### src/rtl/rx_queue.sv
// Receive queue: 4-phase send/ack capture into a DEPTH-entry FIFO with a valid/ready drain.
// Define RXQ_ERR_CHECK_EN to add the sticky upstream protocol checker and its rxq_err port.
module rx_queue #(
  parameter int WIDTH = 4,
  parameter int DEPTH = 4
) (
  input  logic                     rxq_clock,
  input  logic                     rxq_reset,
  input  logic                     rxq_send,
  input  logic [WIDTH-1:0]         rxq_in_dados,
  output logic                     rxq_ack,
  output logic [WIDTH-1:0]         rxq_out_dados,
  output logic                     rxq_out_valid,
  input  logic                     rxq_out_ready,
  output logic [$clog2(DEPTH):0]   rxq_count,
  output logic                     rxq_full,
  output logic                     rxq_empty
`ifdef RXQ_ERR_CHECK_EN
  ,
  output logic                     rxq_err
`endif
);

  localparam int AW = $clog2(DEPTH);
  localparam int CW = AW + 1;

  typedef enum logic {IDLE = 1'b0, ACK = 1'b1} state_t;

  state_t           r_state;
  state_t           w_state_next;
  logic [WIDTH-1:0] r_mem [DEPTH];
  logic [AW-1:0]    r_head;
  logic [AW-1:0]    r_tail;
  logic [CW-1:0]    r_count;
  logic             w_push;
  logic             w_pop;

  // Full/empty come from the registered count, so a pop never frees a slot for a same-cycle push.
  assign rxq_full      = (r_count == CW'(DEPTH));
  assign rxq_empty     = (r_count == '0);
  assign rxq_out_valid = ~rxq_empty;
  assign rxq_out_dados = r_mem[r_head];
  assign rxq_count     = r_count;
  assign rxq_ack       = (r_state == ACK);
  assign w_pop         = rxq_out_valid & rxq_out_ready;

  always_comb begin
    w_state_next = r_state;
    w_push       = 1'b0;
    case (r_state)
      IDLE: begin
        if (rxq_send && !rxq_full) begin
          w_push       = 1'b1;
          w_state_next = ACK;
        end
      end
      ACK: begin
        if (!rxq_send) w_state_next = IDLE;
      end
      default: w_state_next = IDLE;
    endcase
  end

  always_ff @(posedge rxq_clock or negedge rxq_reset) begin
    if (!rxq_reset) begin
      r_state <= IDLE;
      r_head  <= '0;
      r_tail  <= '0;
      r_count <= '0;
    end else begin
      r_state <= w_state_next;
      if (w_push) r_tail <= r_tail + AW'(1);
      if (w_pop)  r_head <= r_head + AW'(1);
      case ({w_push, w_pop})
        2'b10:   r_count <= r_count + CW'(1);
        2'b01:   r_count <= r_count - CW'(1);
        default: r_count <= r_count;
      endcase
    end
  end

  // Storage is not reset; stale words are unreachable once the pointers are cleared.
  always_ff @(posedge rxq_clock) begin
    if (w_push) r_mem[r_tail] <= rxq_in_dados;
  end

`ifdef RXQ_ERR_CHECK_EN
  logic             r_stall;
  logic [WIDTH-1:0] r_stall_dados;
  logic             r_err;

  // A stalled sender must hold its word steady and keep rxq_send high until captured.
  always_ff @(posedge rxq_clock or negedge rxq_reset) begin
    if (!rxq_reset) begin
      r_stall       <= 1'b0;
      r_stall_dados <= '0;
      r_err         <= 1'b0;
    end else begin
      r_stall       <= (r_state == IDLE) && rxq_send && rxq_full;
      r_stall_dados <= rxq_in_dados;
      if (r_stall && (r_state == IDLE) && (!rxq_send || (rxq_in_dados != r_stall_dados)))
        r_err <= 1'b1;
    end
  end

  assign rxq_err = r_err;
`endif

endmodule

### config.mk
export PLATFORM = sky130hd
export DESIGN_NAME = rx_queue
export DESIGN_NICKNAME = d
export VERILOG_FILES = /design/src/rtl/rx_queue.sv
export SDC_FILE = /design/constraint.sdc
export NUM_CORES = 1
export LEC_CHECK = 0
export CELL_PAD_IN_SITES_DETAIL_PLACEMENT = 2
export CELL_PAD_IN_SITES_GLOBAL_PLACEMENT = 2
export CORE_UTILIZATION = 36
export DETAILED_ROUTE_END_ITERATION = 16
export HOLD_SLACK_MARGIN = 0.05
export PLACE_DENSITY_LB_ADDON = 0.1
export SLEW_MARGIN = 0
export SYNTH_ARGS = -nofsm -noshare
export SYNTH_HDL_FRONTEND = slang
export SYNTH_SLANG_ARGS = --single-unit
### constraint.sdc
create_clock -name rxq_clock -period 2.12 [get_ports rxq_clock]
set_input_delay 0.636 -clock rxq_clock [delete_from_list [all_inputs] [get_ports rxq_clock]]
set_output_delay 0.636 -clock rxq_clock [all_outputs]
set_load 0.01 [all_outputs]
== Word-level counts from Yosys, hierarchy flattened ==
Memory sizes are Yosys's and may differ from the RTL's.
Index checks and enable logic that the tools add are counted.

* Multiplexer cells: 7
* Bitwise gates (word level): 3
* Shift-type cells: 0
* $mul: 0
* Order comparisons: 0
* Eq/ne operators: 3
* Reductions and logical operators: 4
* $add $sub $neg: 4
* Divide/modulo/power cells: 0

{| class="wikitable"
|+ Operators with widths
! kind !! count
|-
| $pmux W3 S2 || 1
|-
| $mux W1 || 5
|-
| $add A2 B1 Y2 const B || 2
|-
| $add A3 B1 Y3 const B || 1
|-
| $eq A3 B3 Y1 const B || 1
|-
| $logic_not A3 Y1 || 1
|-
| $sub A3 B1 Y3 const B || 1
|-
| $eq A2 B1 Y1 const B || 1
|-
| $eq A2 B2 Y1 const B || 1
|-
| $not A1 Y1 || 2
|-
| $pmux W1 S2 || 1
|-
| $reduce_bool A2 Y1 || 1
|-
| $and A1 B1 Y1 || 1
|-
| $logic_and A1 B1 Y1 || 1
|-
| $logic_not A1 Y1 || 1
|}

* Bits of input ports: 8
* Memories: 1
* Memory bits (read-only): 0
* Logic and storage cells: 26
* Register bits: 8
* Memory bits (writable): 16
* Latch bits: 0

{| class="wikitable"
|+ Memory list
! memory !! depth !! width !! read ports !! clocked after memory_dff !! wr ports !! line !! source
|-
| r_mem || 4 || 4 || 1 || 0 || 1 || 31 || <nowiki>logic [WIDTH-1:0] r_mem [DEPTH];</nowiki>
|}

== Logic depth before layout (Yosys ltp) ==
Gate-level depths: netlist (run 1).

* Depth in word-level cells: 7
* Gate-level depth with buffers: 9
* Depth with buffers taken out: 9

== Worst setup path after synthesis (run 1) ==
OpenSTA, ideal clock, no wires.

* Kind: register to register
* Start point: register r_count[0] (netlist: rxq_count[0])
* End point: register r_count[2] (netlist: rxq_count[2])
* Stages on the path, launching flop included: 10
* Setup slack: 0.130 ns
* Data arrival time: 1.911 ns
* Library setup time: 0.079 ns
* Path buffers: 0
* Clock period less this slack: 1.990 ns
* Cells stage by stage: dfrtp_1 -> nor3b_4 -> nor3b_4 -> inv_1 -> ha_1 -> inv_1 -> fa_1 -> xor2_1 -> nor2_1 -> xor2_1

* Longest elaborated chain between the ends: 7
* Elaborated cells between the ends (all ways): 14
* Classes of those cells: add/sub (2); eq/ne (3); mux (3); bitwise (2); reduce/logical (4)

{| class="wikitable"
|+ Ends and longest elaborated chain
! what !! line !! source
|-
| start: declaration || 34 || <nowiki>logic [CW-1:0] r_count;</nowiki>
|-
| start signal: assignment || 75 || <nowiki>2'b10: r_count <= r_count + CW'(1);</nowiki>
|-
| start signal: assignment || 76 || <nowiki>2'b01: r_count <= r_count - CW'(1);</nowiki>
|-
| start signal: assignment || 77 || <nowiki>default: r_count <= r_count;</nowiki>
|-
| $eq A3 B3 Y1 (*) || 39 || <nowiki>assign rxq_full = (r_count == CW'(DEPTH));</nowiki>
|-
| named net rxq_full || 16 || <nowiki>output logic rxq_full,</nowiki>
|-
| $logic_not A1 Y1 (*) || 52 || <nowiki>if (rxq_send && !rxq_full) begin</nowiki>
|-
| $logic_and A1 B1 Y1 (*) || 52 ||
|-
| $mux W1 (*) || 52 ||
|-
| $mux W1 (*) || 50 || <nowiki>case (r_state)</nowiki>
|-
| $eq A2 B1 Y1 or $eq A2 B2 Y1 (tied branches) || 74 || <nowiki>case ({w_push, w_pop})</nowiki>
|-
| $pmux W3 S2 or $reduce_bool A2 Y1 (tied branches) || -- ||
|}

The timed path passes the listed nets; every way through them passes the cells marked *.
A chain may end at the register's enable or synchronous reset.

== Final worst setup path (run 1) ==
* Start point: register r_head[0]
* End point: output port rxq_out_dados[0]

* Longest elaborated chain between the ends: 1

{| class="wikitable"
|+ Ends and longest elaborated chain
! what !! line !! source
|-
| start: declaration || 32 || <nowiki>logic [AW-1:0] r_head;</nowiki>
|-
| start signal: assignment || 73 || <nowiki>if (w_pop) r_head <= r_head + AW'(1);</nowiki>
|-
| $mem_v2 Z4 W4 || -- ||
|-
| end: declaration || 12 || <nowiki>output logic [WIDTH-1:0] rxq_out_dados,</nowiki>
|}

Every way passes these cells.

==> flow_summary.yaml, run 1 <==
synth:
  synth-seq-area-share_pct: 63.85
  synth_fa_ha_area_share_pct: 7.746
  synth_fp_nets: 76
  synth_xor_area_share_pct: 4.930
  yosys_most_used_dff: "edfxtp_1"
  synth_compound_area_share_pct: 1.643
  synthMuxAreaShare_pct: 10.80
  synth_edf_count: 16
  synth_simple_gate_area_share_pct: 7.746
  synth_seq_cells: 24
  avgSynthCellArea_um2: 17.19
  synthDistinctLibCells: 18
  async_flop_share_pct: 33.33
  netlist_area_um2: 1066
  yosysWarnings: 0
  synth_top_family_by_area: "multiplexers"
  synth_cells: 62
global_route:
  grt_pass1_wl_um: 3663
  grt_antenna_before_repair: 0
  gr-total-overflow: 0
  grt_max_degree: 15
  track_usage_pct: 16.05
  grt_pass1_vias: 715
floorplanning:
  die_w_um: 56.42
  start_util_pct: 38.33
  coreArea_um2: 2781
  ios: 19
  die_area_um2: 3183
  dieHeight_um: 56.42
  rows: 19
power:
  switching_share_pct: 31.91
  ir_worst_vdd_uv: 802.5
  pwr-share-comb_pct: 46.3
  p_leak_uw: 0.0005907
  pwr-share-clk_pct: 17.0
  switching_power_uw: 622.7
  power_density_nw_per_um2: 1372
  p_seq_share_pct: 36.7
  p_int_uw: 1329
timing:
  fmax_mhz: 465.1
  setup_viol: 4
  rsz0062_at_grt: "true"
  tightestPinTransition_ps: 390.2
  finalCritPeriodShare_pct: 101.4
  slew_violations: 0
  hold_viol: 0
  clock_skew_ps: 7.647
  slew_headroom_pct: 73.91
  setup_ws_ps: -30.14
  fin_crit_ps: 2150
routing:
  drc: 0
  wl_per_cell_um: 17.67
  drt_iter0_drc: 8
  totalWireLength_um: 2227
  drtPass1Iterations: 4
  via_per_inst: 5.040
  vias: 635
  ant_nets: 0
cts:
  htreeDepth: 1
  cts-root-buf: "clkbuf_4"
  numCtsBuffers: 3
  clock_path_buffers: 2
  clkSlewWorstSetupHoldPaths_ps: 140
  clk_latency_ps: 310
  cts_tree: "done"
  cts_sinks: 24
critical_path:
  crit_buf_inv: 2
  critPathLaunchType: "flip-flop"
  cp_top_family: "multiplexers"
  r2r_end: "rxq_count[2]"
  crit_slowest_cell: "mux4_2"
  worstPathMaxFanout: 4
  rrSetupSlack_ps: 60
  worstSetupEndpointType: "output pin"
  critical_path_class: "flip-flop to output pin"
  critPathCapture: "rxq_out_dados[0]"
  cp.required_ps: 1480
  rr_worst_depth: 10
  r2r_start: "rxq_count[0]"
  startpoint: "r_head[0]"
  cp_data_arrival_time_ps: 1510
  path_cells: "buf_4 -> mux4_2 -> buf_6"
  cp_num_cells: 3
  slowest_delay_ps: 500
min_path:
  hold_class: "flip-flop to flip-flop"
layout:
  postLayoutCoreUtil_pct: 51.15
  design_area_um2: 1423
  fin_nets: 110
  layout_commonest_cell: "edfxtp_1"
  drive_above_1_share_pct: 42.11
  area_delta_synth_final_pct: 33.45
  final_cell_mix: "16 x edfxtp_1, 11 x buf_4, 10 x clkdlybuf4s50_1"
  final_cells: 126
  num_antenna_cells: 0
placed_design:
  port_buffers: 18
  dp.cells: 117
  place_area_um2: 1333
  routabilityCongestion: 0.6921
status:
  outcome: "finished, violations left"
  violations: "setup timing"
run:
  maxCapViolations: 0
## power groups by stage
stage | combinational (uW) | clock, uW | sequential, uW
floorplan | 429 | 0 | 725
global placement | 786 | 0 | 729
detailed placement | 816 | 0 | 735
CTS | 847 | 341 | 718
global route | 980 | 356 | 733
finish | 903 | 332 | 717
## cell families after synthesis
group / after synthesis
compound gates: 2
xor+xnor: 6
fa+ha+maj: 6
buf+inv: 9
flops: 24
mux: 6
simple gates: 9
## state kept, by name (all words and copies together), names as in the netlist
signal and count:
r_mem 16, rxq_count 3, r_head 2, r_tail 2, rxq_ack 1
## how the worst min path moves through the flow
stage                      start      endpoint  slack [ps]  cells after the start
finish              rxq_count[2]  rxq_count[2]         560                      1
global route           rxq_reset  rxq_count[2]         600                      1
CTS                 rxq_count[2]  rxq_count[2]         560                      1
detailed placement  rxq_count[2]  rxq_count[2]         550                      1
global placement    rxq_count[2]  rxq_count[2]         530                      1
floorplan              rxq_reset     r_head[0]         340                      0
## worst register-to-register path, stage by stage (launching register included)
cell and delay, ps:
dfrtp_1 430, buf_6 140, nor3b_4 290, nor3b_4 80
inv_1 60, ha_2 170, inv_1 50, fa_2 340
xor2_1 150, nor2_1 120, xor2_1 160
## repair_timing
| action | in CTS | in global routing |
|---|---|---|
| pin swaps | 1 | 3 |
| setup buffers | 4 | 1 |
| resized for setup | 27 | 10 |
| endpoints found under the setup margin | 8 | 6 |
| hold buffers | 0 | 0 |
## synth_stat cells (2+ instances only)
| master | number | share of area (%) |
|---|---|---|
| nor3b_4 | 2 | 3.5 |
| edfxtp_1 | 16 | 45 |
| xor2_1 | 3 | 2.5 |
| inv_1 | 8 | 2.8 |
| ha_1 | 5 | 5.9 |
| xnor2_1 | 3 | 2.5 |
| mux4_2 | 4 | 8.5 |
| dfrtp_1 | 8 | 19 |
| and2_2 | 4 | 2.8 |
## final cells by class
class / count / area, um^2
Clock buffer: 3 / 22.52
Multi-Input combinational cell: 29 / 359.1
Timing Repair Buffer: 30 / 260.3
Fill cell: 264 / 1359
Clock inverter: 1 / 30.03
Sequential cell: 24 / 681.9
Tap cell: 31 / 38.79
Inverter: 8 / 30.03
## metal layers
metal | GRT usage, % | routed length (um) | vias up
li1 | - | - | 282
met1 | 20.18 | 933 | 332
met4 | 5.226 | 29 | 0
met5 | 0 | 0 | -
met3 | 2.304 | 81 | 4
met2 | 28.40 | 1182 | 17
## metrics by stage
stage	hold slack (ps)	power [uW]	setup TNS, ps	setup slack [ps]
after floorplan	340.4	1154	0	129.6
after global placement	534.7	1515	-551.2	-197.8
after detailed placement	552.5	1551	-664.5	-285.0
after CTS	561.7	1906	-155.5	-56.83
after global routing	597.5	2068	-398.7	-94.89
final	555.0	1951	-91.41	-30.14
Power figures use the tool's default switching activity.
==> inputs of run 2 (changes only) <==
- ABC_AREA: unset -> 1
- CORE_UTILIZATION: 36 -> 32
==> run 2 against run 1 <==
The run now ends clean. Combinational power increased by 27%. Area after synthesis is 6.8% higher. Non-clock buffer count is 7 higher. Worst hold slack got worse by 16 ps. Routed wire length rose by 32%. Cell count is 58% higher. Power up 5.8%. Largest power group unchanged. Highest routed layer unchanged.
==> flow_summary.yaml, run 2 <==
timing:
  tightestPinTransition_ps: 440.0
  slew_headroom_pct: 70.57
  setup_viol: 0
  clock_skew_ps: 1.055
  rsz0062_at_grt: "true"
  finalCritPeriodShare_pct: 97.88
  fmax_mhz: 481.9
  setup_tns_ps: 0
  fin_hold_ws_ps: 538.9
  fin_crit_ps: 2075
  hold_viol: 0
  slew_violations: 0
synth:
  yosysTopAreaCell: "edfxtp_1"
  synthDistinctLibCells: 16
  synth_cells: 112
  async_flop_share_pct: 33.33
  synth_edf_count: 16
  yosysWarnings: 0
  synthTopCellsByArea: "edfxtp_1 42%, dfrtp_1 18%, nand2_1 10%"
  avgSynthCellArea_um2: 10.17
  synth_seq_cells: 24
  yosys_most_used_dff: "edfxtp_1"
  synthTopCellsByCount: "31 x nand2_1, 25 x inv_1, 16 x edfxtp_1"
  synth_top_area_share_pct: 42.20
  synth-seq-area-share_pct: 59.78
  netlist_area_um2: 1139
  yosysMostFrequentCell: "nand2_1"
  synth_fp_nets: 126
cts:
  cts_sinks: 24
  clock_path_buffers: 2
  clk_latency_ps: 300
  cts-root-buf: "clkbuf_4"
  cts_tree: "done"
  htreeDepth: 1
  clkSlewWorstSetupHoldPaths_ps: 130
  numCtsBuffers: 3
  cts-hold-fix-buffers: 0
critical_path:
  critPathLaunchType: "flip-flop"
  rr_worst_depth: 11
  cp_data_arrival_time_ps: 1440
  path_cells: "clkinvlp_4 -> buf_4 -> o211ai_1 -> nand2_1 -> buf_2"
  critPathCapture: "rxq_out_dados[3]"
  startpoint: "r_head[0]"
  r2r_start: "rxq_count[2]"
  worstSetupEndpointType: "output pin"
  r2r_end: "rxq_count[2]"
  crit_buf_inv: 3
  cp.required_ps: 1480
  rrSetupSlack_ps: 270
  crit_slowest_cell: "dfrtp_2"
  cp_num_cells: 5
  cp_top_family: "flip-flops"
  slowest_delay_ps: 450
  critical_path_class: "flip-flop to output pin"
  worstPathMaxFanout: 4
layout:
  final_cell_mix: "31 x nand2_1, 21 x inv_1, 18 x buf_4"
  layout_commonest_cell: "nand2_1"
  drive_above_1_share_pct: 23.53
  largest_register_ff_count: 16
  num_antenna_cells: 0
  area_delta_synth_final_pct: 35.71
  regMostFlops: "r_mem"
  fin_nets: 168
routing:
  totalWireLength_um: 2931
  drt_iter0_drc: 11
  drc: 0
  drtPass1Iterations: 4
  via_per_inst: 4.508
  vias: 897
  wl_per_cell_um: 14.73
  ant_nets: 0
placed_design:
  port_buffers: 18
  dpl.hpwl_um: 2102
  routabilityCongestion: 0.6683
floorplanning:
  die_w_um: 61.65
  coreArea_um2: 3363
  dieHeight_um: 61.65
  start_util_pct: 33.85
  die_area_um2: 3801
  ios: 19
  rows: 21
status:
  outcome: "finished clean"
run:
  maxCapViolations: 0
min_path:
  hold_path_depth: 2
  hold_class: "flip-flop to flip-flop"
power:
  power_density_nw_per_um2: 1337
  ir_worst_vdd_uv: 532.6
  p_leak_uw: 0.0007309
  p_total_uw: 2065
global_route:
  grt_pass1_wl_um: 4388
  grt_antenna_before_repair: 0
  track_usage_pct: 16.89
  grt_max_degree: 14
  grt_pass1_vias: 959
  gr-total-overflow: 0
==> run 2: cell count changes after synthesis, sizes merged, moves of 3 or more <==
cell,previous run,this run
nand2,1,32
inv,8,26
o211ai,0,8
nand3,0,7
and2,4,0
mux4,4,0
nor2,1,5
xor2,3,0
==> run 2: worst min path at each step <==
stage | start | end | slack (ps)
3_3_place_gp | rxq_count[0] | rxq_count[0] | 490
6_report | rxq_ack | rxq_ack | 540
5_1_grt | rxq_ack | rxq_ack | 600
3_5_place_dp | rxq_count[0] | rxq_count[0] | 490
4_1_cts | rxq_ack | rxq_ack | 550
2_1_floorplan | rxq_reset | r_head[0] | 340
==> run 2: tightest hold or removal path: stages (launching register included) <==
cell and delay [ps]:
dfrtp_1 400, nand2_1 60, nand2_1 50
==> run 2: layout make-up <==
cell class,instances,area (um^2)
Sequential cell,24,683.2
Timing Repair inverter,1,7.507
Clock inverter,1,3.754
Inverter,26,100.1
Tap cell,46,57.56
Fill cell,382,1818
Timing Repair Buffer,37,314.1
Clock buffer,3,22.52
Multi-Input combinational cell,61,356.6
==> run 2: cells by family after synthesis <==
logic type      count (synthesis)  share of synthesized area [%]
simple gates                   45                          16.92
buf+inv                        27                          9.560
flops                          24                          59.78
compound gates                  9                          5.714
fa+ha+maj                       6                          7.253
xor+xnor                        1                         0.7694
==> run 2: what timing repair did <==
action,in CTS,in global routing
setup endpoints to repair,7,3
pin swaps,1,2
cloned,1,0
endpoints found under the hold margin,0,0
resized for setup,25,2
buffers inserted,10,0
==> run 2: per-stage QoR <==
stage	utilization [%]	worst slack, ps	instance area [um^2]	instances
after global placement	42.60	-147.3	1433	184
after detailed placement	42.60	-245.9	1433	184
after global routing	45.94	-53.26	1545	199
final	45.94	45.04	1545	199
after CTS	45.65	37.76	1535	199
after floorplan	-	269.1	1139	112
==> run 2: where the power goes <==
group	total (uW)	switching [uW]	internal (uW)
registers	719	89.6	630
logic	1150	615	533
clock network	199	130	68.7
total	2070	835	1230
==> run 2: metal layers <==
metal | share of wire (%) | vias to the layer above | track usage [%]
li1 | - | 439 | -
met1 | 41 | 447 | 18.01
met2 | 56 | 9 | 33.18
met3 | 2.5 | 2 | 2.731
met4 | 0.68 | 0 | 5.714
met5 | 0 | - | 0
